===== config.mk =====
export PLATFORM = sky130hd
export DESIGN_NAME = execute_muldiv_unit
export DESIGN_NICKNAME = d
export VERILOG_FILES = /design/src/rtl/riscv_muldiv_pkg.sv /design/src/rtl/muldiv_prep.sv /design/src/rtl/execute_muldiv_unit.sv
export SDC_FILE = /design/constraint.sdc
export NUM_CORES = 1
export LEC_CHECK = 0
export CAP_MARGIN = 15
export CORE_ASPECT_RATIO = 0.75
export CORE_MARGIN = 1
export CORE_UTILIZATION = 55
export CTS_BUF_LIST = sky130_fd_sc_hd__clkbuf_4 sky130_fd_sc_hd__clkbuf_8
export DETAILED_ROUTE_END_ITERATION = 7
export MAX_ROUTING_LAYER = met4
export PLACE_DENSITY = 0.74
export SLEW_MARGIN = 20
export SYNTH_ARGS = -nofsm -noshare
export SYNTH_HDL_FRONTEND = slang
export SYNTH_SLANG_ARGS = --single-unit

===== constraint.sdc =====
create_clock -name clk_i -period 14.5 [get_ports clk_i]
set_input_delay 2.9 -clock clk_i [delete_from_list [all_inputs] [get_ports clk_i]]
set_output_delay 2.9 -clock clk_i [all_outputs]
set_load 0.05 [all_outputs]

===== src/rtl/riscv_muldiv_pkg.sv =====
// Shared encodings for the RV32M multiply/divide execute unit.
package riscv_muldiv_pkg;

  localparam logic [6:0] OPCODE_OP     = 7'b0110011;
  localparam logic [6:0] FUNCT7_MULDIV = 7'b0000001;

  localparam logic [2:0] FUNCT3_MUL    = 3'b000;
  localparam logic [2:0] FUNCT3_MULH   = 3'b001;
  localparam logic [2:0] FUNCT3_MULHSU = 3'b010;
  localparam logic [2:0] FUNCT3_MULHU  = 3'b011;
  localparam logic [2:0] FUNCT3_DIV    = 3'b100;
  localparam logic [2:0] FUNCT3_DIVU   = 3'b101;
  localparam logic [2:0] FUNCT3_REM    = 3'b110;
  localparam logic [2:0] FUNCT3_REMU   = 3'b111;

  typedef enum logic [1:0] {
    StIdle = 2'd0,
    StPrep = 2'd1,
    StCalc = 2'd2,
    StDone = 2'd3
  } muldiv_state_e;

endpackage


===== src/rtl/muldiv_prep.sv =====
// Operand magnitudes, result signs and divide special cases for the PREP cycle.
module muldiv_prep
  import riscv_muldiv_pkg::*;
#(
  parameter int unsigned XLEN = 32
) (
  input  logic [2:0]      funct3,
  input  logic [XLEN-1:0] a,
  input  logic [XLEN-1:0] b,
  output logic [XLEN-1:0] mag_a,
  output logic [XLEN-1:0] mag_b,
  output logic            res_neg,
  output logic            rem_neg,
  output logic            special,
  output logic [XLEN-1:0] special_result
);

  logic is_div, a_signed, b_signed, a_neg, b_neg, div_zero, ovf;

  always_comb begin
    is_div   = funct3[2];
    // Signed divides have funct3[0] clear; MULHSU only sign-extends rs1.
    a_signed = is_div ? ~funct3[0] : (funct3 == FUNCT3_MULH || funct3 == FUNCT3_MULHSU);
    b_signed = is_div ? ~funct3[0] : (funct3 == FUNCT3_MULH);
    a_neg    = a_signed & a[XLEN-1];
    b_neg    = b_signed & b[XLEN-1];
    mag_a    = a_neg ? -a : a;
    mag_b    = b_neg ? -b : b;
    res_neg  = a_neg ^ b_neg;
    rem_neg  = is_div & a_neg;

    div_zero = is_div && (b == '0);
    ovf      = is_div && a_signed && (a == {1'b1, {(XLEN-1){1'b0}}}) && (b == '1);
    special  = div_zero | ovf;

    special_result = '0;
    if (div_zero) begin
      special_result = funct3[1] ? a : '1;
    end else if (ovf) begin
      special_result = funct3[1] ? '0 : a;
    end
  end

endmodule


===== src/rtl/execute_muldiv_unit.sv =====
// Iterative RV32M unit: shift-add multiply and restoring divide, one bit per CALC cycle.
module execute_muldiv_unit
  import riscv_muldiv_pkg::*;
#(
  parameter int unsigned XLEN       = 32,
  parameter int unsigned ITERATIONS = 32
) (
  input  logic            clk_i,
  input  logic            reset_i,
  input  logic            start_i,
  input  logic [2:0]      funct3_i,
  input  logic [XLEN-1:0] operand_a_i,
  input  logic [XLEN-1:0] operand_b_i,
  input  logic [4:0]      rd_i,
  input  logic            flush_i,
  output logic            busy_o,
  output logic            stall_o,
  output logic            done_o,
  output logic [XLEN-1:0] result_o,
  output logic [4:0]      rd_o
);

  localparam int unsigned CntW = $clog2(ITERATIONS);

  muldiv_state_e   state_q;
  logic [2:0]      funct3_q;
  logic [4:0]      rd_q, rd_out_q;
  logic [XLEN-1:0] a_q, b_q, d_q, result_q;
  logic [2*XLEN-1:0] acc_q;
  logic [XLEN:0]   rem_q;
  logic [CntW-1:0] cnt_q;
  logic            res_neg_q, rem_neg_q, done_q;

  logic [XLEN-1:0] mag_a, mag_b, special_result;
  logic            res_neg, rem_neg, special;

  muldiv_prep #(
    .XLEN(XLEN)
  ) u_prep (
    .funct3        (funct3_q),
    .a             (a_q),
    .b             (b_q),
    .mag_a         (mag_a),
    .mag_b         (mag_b),
    .res_neg       (res_neg),
    .rem_neg       (rem_neg),
    .special       (special),
    .special_result(special_result)
  );

  // Multiply: multiplier sits in acc low half and shifts out as the product shifts in.
  // Divide: acc low half holds dividend bits shifting into the quotient.
  logic [XLEN:0]     mul_sum, div_shift, div_trial, rem_step;
  logic [2*XLEN-1:0] acc_step, prod;
  logic [XLEN-1:0]   quot, remd, final_result;

  always_comb begin
    mul_sum   = {1'b0, acc_q[2*XLEN-1:XLEN]} + (acc_q[0] ? {1'b0, d_q} : '0);
    div_shift = {rem_q[XLEN-1:0], acc_q[XLEN-1]};
    div_trial = div_shift - {1'b0, d_q};
    if (funct3_q[2]) begin
      acc_step = {acc_q[2*XLEN-1:XLEN], acc_q[XLEN-2:0], ~div_trial[XLEN]};
      rem_step = div_trial[XLEN] ? div_shift : div_trial;
    end else begin
      acc_step = {mul_sum, acc_q[XLEN-1:1]};
      rem_step = rem_q;
    end

    prod = res_neg_q ? -acc_step : acc_step;
    quot = res_neg_q ? -acc_step[XLEN-1:0] : acc_step[XLEN-1:0];
    remd = rem_neg_q ? -rem_step[XLEN-1:0] : rem_step[XLEN-1:0];
    case (funct3_q)
      FUNCT3_MUL:                               final_result = prod[XLEN-1:0];
      FUNCT3_MULH, FUNCT3_MULHSU, FUNCT3_MULHU: final_result = prod[2*XLEN-1:XLEN];
      FUNCT3_DIV, FUNCT3_DIVU:                  final_result = quot;
      default:                                  final_result = remd;
    endcase
  end

  always_ff @(posedge clk_i) begin
    if (reset_i) begin
      state_q   <= StIdle;
      funct3_q  <= '0;
      rd_q      <= '0;
      a_q       <= '0;
      b_q       <= '0;
      d_q       <= '0;
      acc_q     <= '0;
      rem_q     <= '0;
      cnt_q     <= '0;
      res_neg_q <= 1'b0;
      rem_neg_q <= 1'b0;
      done_q    <= 1'b0;
      result_q  <= '0;
      rd_out_q  <= '0;
    end else if (flush_i) begin
      state_q <= StIdle;
      done_q  <= 1'b0;
    end else begin
      done_q <= 1'b0;
      unique case (state_q)
        StIdle: begin
          if (start_i) begin
            funct3_q <= funct3_i;
            rd_q     <= rd_i;
            a_q      <= operand_a_i;
            b_q      <= operand_b_i;
            state_q  <= StPrep;
          end
        end
        StPrep: begin
          if (special) begin
            result_q <= special_result;
            rd_out_q <= rd_q;
            done_q   <= 1'b1;
            state_q  <= StDone;
          end else begin
            d_q       <= funct3_q[2] ? mag_b : mag_a;
            acc_q     <= {{XLEN{1'b0}}, funct3_q[2] ? mag_a : mag_b};
            rem_q     <= '0;
            res_neg_q <= res_neg;
            rem_neg_q <= rem_neg;
            cnt_q     <= '0;
            state_q   <= StCalc;
          end
        end
        StCalc: begin
          acc_q <= acc_step;
          rem_q <= rem_step;
          cnt_q <= cnt_q + 1'b1;
          if (cnt_q == CntW'(ITERATIONS - 1)) begin
            result_q <= final_result;
            rd_out_q <= rd_q;
            done_q   <= 1'b1;
            state_q  <= StDone;
          end
        end
        StDone:  state_q <= StIdle;
        default: state_q <= StIdle;
      endcase
    end
  end

  assign busy_o   = (state_q != StIdle);
  assign stall_o  = ((state_q == StIdle) && start_i) || (state_q == StPrep) || (state_q == StCalc);
  assign done_o   = done_q;
  assign result_o = result_q;
  assign rd_o     = rd_out_q;

endmodule

==> qor.csv, run 1 <==
stage,metric,value,unit
clocking,"Hold-fix buffers, CTS",0,
synthesis,Area contributors post-synth,"dfxtp_1 (24%), nand2_1 (8.6%), a21oi_1 (7.6%)",
layout,"commonest cells after routing, fill and taps aside","nand2_1 (478), a21oi_1 (315), nor2_1 (259)",
layout,filler cell count,3484,
detailed_routing,WL per Instance,24.81,um
layout,layout cells sized above 1,0.07896,
global_routing,GRT Util Overall,0.4462,
clocking,"Clk pin slew, worst setup/hold paths",0.06,ns
detailed_routing,Initial DRT Pass Iterations,6,
global_routing,grt ovf,0,
clocking,CTS tree,yes,
timing,Slew headroom,0.2211,
power,total power,1.964,mW
synthesis,post-synthesis mux area share,0.05162,
run,max-cap violation count,0,
timing,clk_skew,0.01668,ns
synthesis,Ys Warns,0,
worst_hold_path,hold_sp,rd_q[0],
layout,"most common cell after layout, fill and taps aside",nand2_1,
clocking,buffer depth of the longest clock path,3,
synthesis,Unique masters post-synth,114,
floorplan,Core ar.,37250,sq um
critical_path,critical path endpoint category,output pin,
synthesis,#FFs+latches synth,247,
detailed_routing,Vias per Instance,6.768,
critical_path,worst setup path startpoint,start_i,
detailed_routing,Final ANT Viol Nets,0,
floorplan,Die ar.,38820,sq um
critical_path,Startpoint Class,primary input,
floorplan,Die X,227.2,um
global_routing,vias in the first global route,20752,
detailed_routing,drt initial violations,3738,
critical_path,crit path DAT,4.41,ns
synthesis,post-synthesis compound-gate area fraction,0.2724,
synthesis,"area leader, netlist",dfxtp_1,
detailed_routing,via count,23424,
clocking,Worst-Skew Late Latency,0.61,ns
placement,detailed placer's ending HPWL,63560,um
timing,Fin Setup TNS,0,ns
global_routing,largest net degree at the start of global routing,101,
global_routing,initial antenna violation count,4,
synthesis,ys flop type,dfxtp_1,
critical_path,Crit Reg-Reg Startpoint,funct3_q[2],
synthesis,area share of the largest cell type after synthesis,0.2364,
critical_path,critical path data required time,11.60,ns
clocking,CTS Root Cell,clkbuf_8,
placement,port bufs,115,
power,leakage power,8.472,nW
layout,"Area growth, synth to finish",10.59,%
timing,Slew Limit Fails,0,
worst_hold_path,class of the worst hold path,flop to flop,
clocking,TritonCTS buffer count,43,
floorplan,Initial Utilization,0.5616,
critical_path,Max Fanout on Critical Path,3,
synthesis,adder-cell share of the synthesized area,0.04558,
clocking,H-tree levels,2,
timing,final setup violation count,0,
run_status,outcome,"complete, no violations",
clocking,clock sinks,247,
floorplan,# IOs,116,
layout,final core utilization,0.6211,
synthesis,synthesized-area fraction occupied by and/or/nand/nor cells,0.2710,
synthesis,synthesized area,20920,sq um
layout,Nets,3068,
detailed_routing,DRC Markers,0,
placement,RePlAce Congestion,1.036,
critical_path,CP max-delay cell,clkdlybuf4s50_1,
power,Max IR drop VDD,0.07685,mV
timing,min Tclk post-route,7.309,ns
floorplan,row count,61,
synthesis,Post-synth EDFFs,0,
timing,final hold violation count,0,
timing,measured slew at the worst slew-check pin,1.164,ns
power,pwr dens,84.91,nW/um^2
critical_path,Max stage delay on crit path,0.81,ns
synthesis,Mapped Cells,2927,
floorplan,die height,170.9,um
timing,RSZ-0062 raised after global routing,no,
timing,post-route clock period utilization,0.5040,
critical_path,crit-path cells,"clkdlybuf4s50_1, nand2_1, nand2_1, clkdlybuf4s50_1",
timing,max frequency,0.1368,GHz
synthesis,Syn Area/Cell,7.146,sq um
synthesis,largest family of logic cells by synthesized area,compound AO/OA/AOI/OAI gates,
synthesis,asr flop ratio synth,0,
global_routing,first-pass GRT wire length,127500,um
synthesis,Post-Syn Nets,3078,
clocking,Post-CTS Resized,0,
synthesis,post-synthesis xor/xnor area fraction,0.06699,
critical_path,WS Path Type,primary input to output pin,
detailed_routing,Detailed Route WL,85880,um
synthesis,register area share after synthesis,0.2364,
clocking,Post-CTS Setup Bufs,0,
## layer usage
metal  part of all wire  track usage
met1               0.43       0.6271
met2               0.39       0.5960
met3               0.14       0.1259
met4              0.038       0.1634
met5                  0            -
## layout make-up
cell class / count / area, sq um / share of cell area
Inverter: 66 / 250.2 / 0.01082
Tap cell: 504 / 630.6 / 0.02726
Sequential cell: 247 / 4949 / 0.2139
Clock inverter: 12 / 166.4 / 0.007194
Antenna cell: 6 / 15.01 / 0.0006491
Timing Repair Buffer: 152 / 1433 / 0.06193
Multi-Input combinational cell: 2407 / 14840 / 0.6416
Clock buffer: 67 / 847.1 / 0.03662
## where the power goes
group | internal (mW) | switching, mW
Clock | 0.444 | 0.334
Combinational | 0.151 | 0.306
Sequential | 0.696 | 0.0331
## registers in the layout, summed over array words and instances (netlist names), 5 cells and up
name      count
a_q          32
rd_q          5
rd_o          5
d_q          32
rem_q        32
b_q          32
acc_q        64
result_o     32
cnt_q         5
## final timing paths
kind	end	slack (ns)	cells after the start
max	stall_o	7.19	4
min	rd_o[0]	0.46	2
max reg2reg	result_o[30]	8.33	13
min reg2reg	rd_o[0]	0.46	2
## stage by stage
stage	instance area (sq um)	worst slack (ns)	instances	hold slack (ns)
finish	23130	7.191	3461	0.4568
global route	23130	7.114	3459	0.4789
CTS	23110	7.195	3455	0.4552
detailed placement	22100	7.206	3376	0.4465
global placement	22100	7.197	3376	0.4414
floorplan	20920	8.303	2927	0.4322
## critical path, delay by kind of cell
family	cells	cell delay, ns
buf+inv	2	1.30
simple gates	2	0.21
## Yosys cell counts, drive strengths merged, types with 9 or more instances
cell type / n
nand2: 479
a21oi: 321
nor2: 263
dfxtp: 247
o21ai: 168
clkbuf: 159
nand3: 102
nor3: 92
xnor2: 89
ha: 73
xor2: 71
inv: 66
a211oi: 46
and2: 46
buf: 46
mux2i: 46
or3: 39
a31oi: 37
o211ai: 36
nand4: 33
nor4: 31
o31ai: 30
a21o: 26
o21a: 26
mux2: 25
and3: 21
nor2b: 20
or4: 19
o221ai: 17
o31a: 17
o41ai: 16
or2: 16
mux4: 15
nand2b: 13
o22ai: 11
a221oi: 9
a311oi: 9
nor3b: 9
o21bai: 9
## kinds of logic after synthesis
group,after synthesis
buf+inv,273
simple gates,1208
mux,86
compound gates,878
flops,247
xor+xnor,160
fa+ha+maj,75
Note: power is estimated with default switching activity, not from simulation.
==> run 2: changes to the inputs <==
==> constraint.sdc (replaced) <==
create_clock -name clk_i -period 7.6 [get_ports clk_i]
set_input_delay 1.52 -clock clk_i [delete_from_list [all_inputs] [get_ports clk_i]]
set_output_delay 1.52 -clock clk_i [all_outputs]
set_load 0.05 [all_outputs]
==> run 2 against run 1 <==
  * The flow now finishes with violations (design-rule violations)
  * Setup slack got worse by 5.8 ns
  * Register-to-register slack got worse by 6.9 ns
  * Sequential share of layout area increased by 0.060 points
  * Critical endpoint is now result_o[31]
  * Largest cell class unchanged
  * Largest power group unchanged
==> qor.csv, run 2 (synthesis gave the netlist of run 1 again) <==
stage,metric,value,unit,change
run_status,outcome,"finished, violations left",,"was complete, no violations"
run_status,violated checks,design-rule violations,,
clocking,CTS Root Cell,clkbuf_8,,unchanged
worst_hold_path,Hold Crit Depth,2,,unchanged
global_routing,first-pass GRT wire length,130600,um,was 127500 um
worst_hold_path,Worst Hold End,rd_o[4],,was rd_o[0]
layout,"commonest cells after routing, fill and taps aside","nand2_1 (478), a21oi_1 (315), nor2_1 (258)",,"was nand2_1 (478), a21oi_1 (315), nor2_1 (259)"
critical_path,WS Path Type,flop to flop,,was primary input to output pin
critical_path,critical path data required time,8.07,ns,was 11.60 ns
clocking,clock sinks,247,,unchanged
layout,post-route cell area,23070,sq um,was 23130 sq um
timing,Fin Setup TNS,0,ns,unchanged
floorplan,Die ar.,38820,sq um,unchanged
critical_path,R2R Setup Slk,1.39,ns,was 8.33 ns
timing,min Tclk post-route,6.213,ns,
global_routing,grt ovf,0,,unchanged
worst_hold_path,class of the worst hold path,flop to flop,,unchanged
clocking,CTS tree,yes,,unchanged
detailed_routing,DRC Markers,1,,was 0
timing,final setup violation count,0,,unchanged
detailed_routing,Initial DRT Pass Iterations,8,,was 6
critical_path,WP buf/inv,1,,was 2
global_routing,GRT Util Overall,0.4586,,was 0.4462
clocking,TritonCTS buffer count,45,,was 43
timing,measured slew at the worst slew-check pin,1.193,ns,was 1.164 ns
critical_path,Crit Reg-Reg Startpoint,acc_q[0],,was funct3_q[2]
layout,"most common cell after layout, fill and taps aside",nand2_1,,unchanged
timing,post-route clock period utilization,0.8174,,
critical_path,Max stage delay on crit path,0.85,ns,was 0.81 ns
power,total power,3.676,mW,was 1.964 mW
floorplan,die height,170.9,um,unchanged
placement,placed cell area,22090,sq um,was 22100 sq um
critical_path,FF-to-FF path depth,14,,was 13
layout,area of the multi-input gates,14840,sq um,about the same
placement,port bufs,115,,unchanged
timing,RSZ-0062 raised after global routing,no,,unchanged
layout,"Area growth, synth to finish",10.28,%,was 10.59%
run,max-cap violation count,0,,unchanged
timing,max frequency,0.1610,GHz,
layout,Nets,3069,,was 3068
detailed_routing,WL per Instance,25.53,um,was 24.81 um
layout,FF+latch area,4949,sq um,unchanged
power,sequential power share,0.378,,was 0.371
clocking,"Hold-fix buffers, CTS",0,,unchanged
clocking,buffer depth of the longest clock path,3,,unchanged
floorplan,Core ar.,37250,sq um,unchanged
worst_hold_path,hold_sp,rd_q[4],,was rd_q[0]
power,Net Sw Frac,0.3492,,was 0.3426
placement,RePlAce Congestion,1.111,,was 1.036
critical_path,RR Endpoint,result_o[31],,was result_o[30]
timing,clk_skew,0.04813,ns,was 0.01668 ns
power,Internal,2.393,mW,was 1.291 mW
critical_path,Startpoint Class,flop,,was primary input
power,clock power share,0.382,,was 0.396
placement,detailed placer's ending HPWL,66110,um,was 63560 um
critical_path,Max Fanout on Critical Path,20,,was 3
timing,Slew headroom,0.1961,,was 0.2211
clocking,Worst-Skew Late Latency,0.63,ns,was 0.61 ns
placement,dpl cells,3375,,was 3376
detailed_routing,Final ANT Viol Nets,0,,unchanged
critical_path,crit-path cells,"buf_4, and2_1, ha_1, a21oi_1, o21ai_0, a221oi_1, o211ai_1, xnor2_1, o21ai_0, nor3b_2, nand4_4, o311a_2, o31ai_1, a311oi_1",,"was clkdlybuf4s50_1, nand2_1, nand2_1, clkdlybuf4s50_1"
detailed_routing,drt initial violations,3921,,was 3738
layout,max reg flops,64,,unchanged
power,leakage power,8.441,nW,was 8.472 nW
floorplan,Initial Utilization,0.5616,,unchanged
floorplan,row count,61,,unchanged
floorplan,Die X,227.2,um,unchanged
clocking,"Clk pin slew, worst setup/hold paths",0.06,ns,about the same
critical_path,crit-path most repeated cell,o21ai_0,,
critical_path,critical path endpoint category,flop,,was output pin
critical_path,crit path DAT,6.68,ns,was 4.41 ns
global_routing,initial antenna violation count,2,,was 4
power,Max IR drop VDD,0.1471,mV,was 0.07685 mV
timing,Slew Limit Fails,0,,unchanged
placement,pre-CTS WS,1.664,ns,was 7.206 ns
timing,final hold violation count,0,,unchanged
global_routing,largest net degree at the start of global routing,119,,was 101
clocking,Post-CTS Resized,0,,unchanged
floorplan,# IOs,116,,unchanged
layout,Non-Filler Instances,3455,,was 3461
detailed_routing,Vias per Instance,6.900,,was 6.768
power,Comb pwr share,0.240,,was 0.233
clocking,Post-CTS Setup Bufs,0,,unchanged
power,pwr dens,159.4,nW/um^2,was 84.91 nW/um^2
layout,layout cells sized above 1,0.07833,,was 0.07896
detailed_routing,Detailed Route WL,88200,um,was 85880 um
power,Net Switching,1.284,mW,was 0.6730 mW
global_routing,vias in the first global route,21062,,was 20.75k
timing,final worst slack,1.387,ns,was 7.191 ns
layout,filler cell count,3502,,was 3484
critical_path,"CP delay by family, top",compound AO/OA/AOI/OAI gates,,was buffers and inverters
detailed_routing,via count,23840,,was 23.42k
critical_path,CP max-delay cell,dfxtp_1,,was clkdlybuf4s50_1
layout,Reg with most FFs,acc_q,,unchanged
clocking,H-tree levels,2,,unchanged
-- run 2: per-stage QoR --
stage            util  hold WS (ns)
2_1_floorplan       -        0.4322
6_report       0.6193        0.4569
4_1_cts        0.6192        0.4542
3_3_place_gp   0.5931        0.4391
5_1_grt        0.6193        0.4738
3_5_place_dp   0.5931        0.4488
-- run 2: layout make-up --
type,count,share of cell area
inverters,66,0.01085
clock buffers,68,0.03813
clock inverters,10,0.003960
multi-input cells,2407,0.6432
well taps,504,0.02734
flip-flops and latches,247,0.2145
repair buffers,151,0.06178
diodes,2,0.0002170
-- run 2: per-layer routing --
| metal | up-vias | global-route usage | share of wire |
|---|---|---|---|
| met2 | 1756 | 0.6003 | 0.39 |
| met4 | 0 | 0.2101 | 0.052 |
| li1 | 10597 | - | - |
| met1 | 11201 | 0.6093 | 0.41 |
| met3 | 286 | 0.1779 | 0.16 |
| met5 | - | - | 0 |
-- run 2: how the worst max path moves through the flow --
| stage | to | slack (ns) | startpoint | cells after the start |
|---|---|---|---|---|
| after global placement | result_o[30] | 1.63 | acc_q[0] | 15 |
| after floorplan | result_o[30] | 3.01 | acc_q[0] | 18 |
| after detailed placement | result_o[30] | 1.66 | acc_q[0] | 15 |
| after CTS | result_o[30] | 1.66 | acc_q[0] | 15 |
| final | result_o[31] | 1.39 | acc_q[0] | 14 |
| after global routing | result_o[31] | 1.34 | acc_q[0] | 14 |
-- run 2: tightest hold or removal path, cell delays in order (launching register included) --
cell and delay, ns:
dfxtp_1 0.31, nand2_1 0.06, a21oi_1 0.05
-- run 2: power by group through the flow --
| stage | combinational (mW) | sequential (mW) | clock [mW] |
|---|---|---|---|
| finish | 0.881 | 1.39 | 1.41 |
| global route | 0.924 | 1.39 | 1.46 |
| CTS | 0.842 | 1.39 | 1.40 |
| detailed placement | 0.837 | 1.41 | 0 |
| global placement | 0.825 | 1.41 | 0 |
| floorplan | 0.573 | 1.40 | 0 |
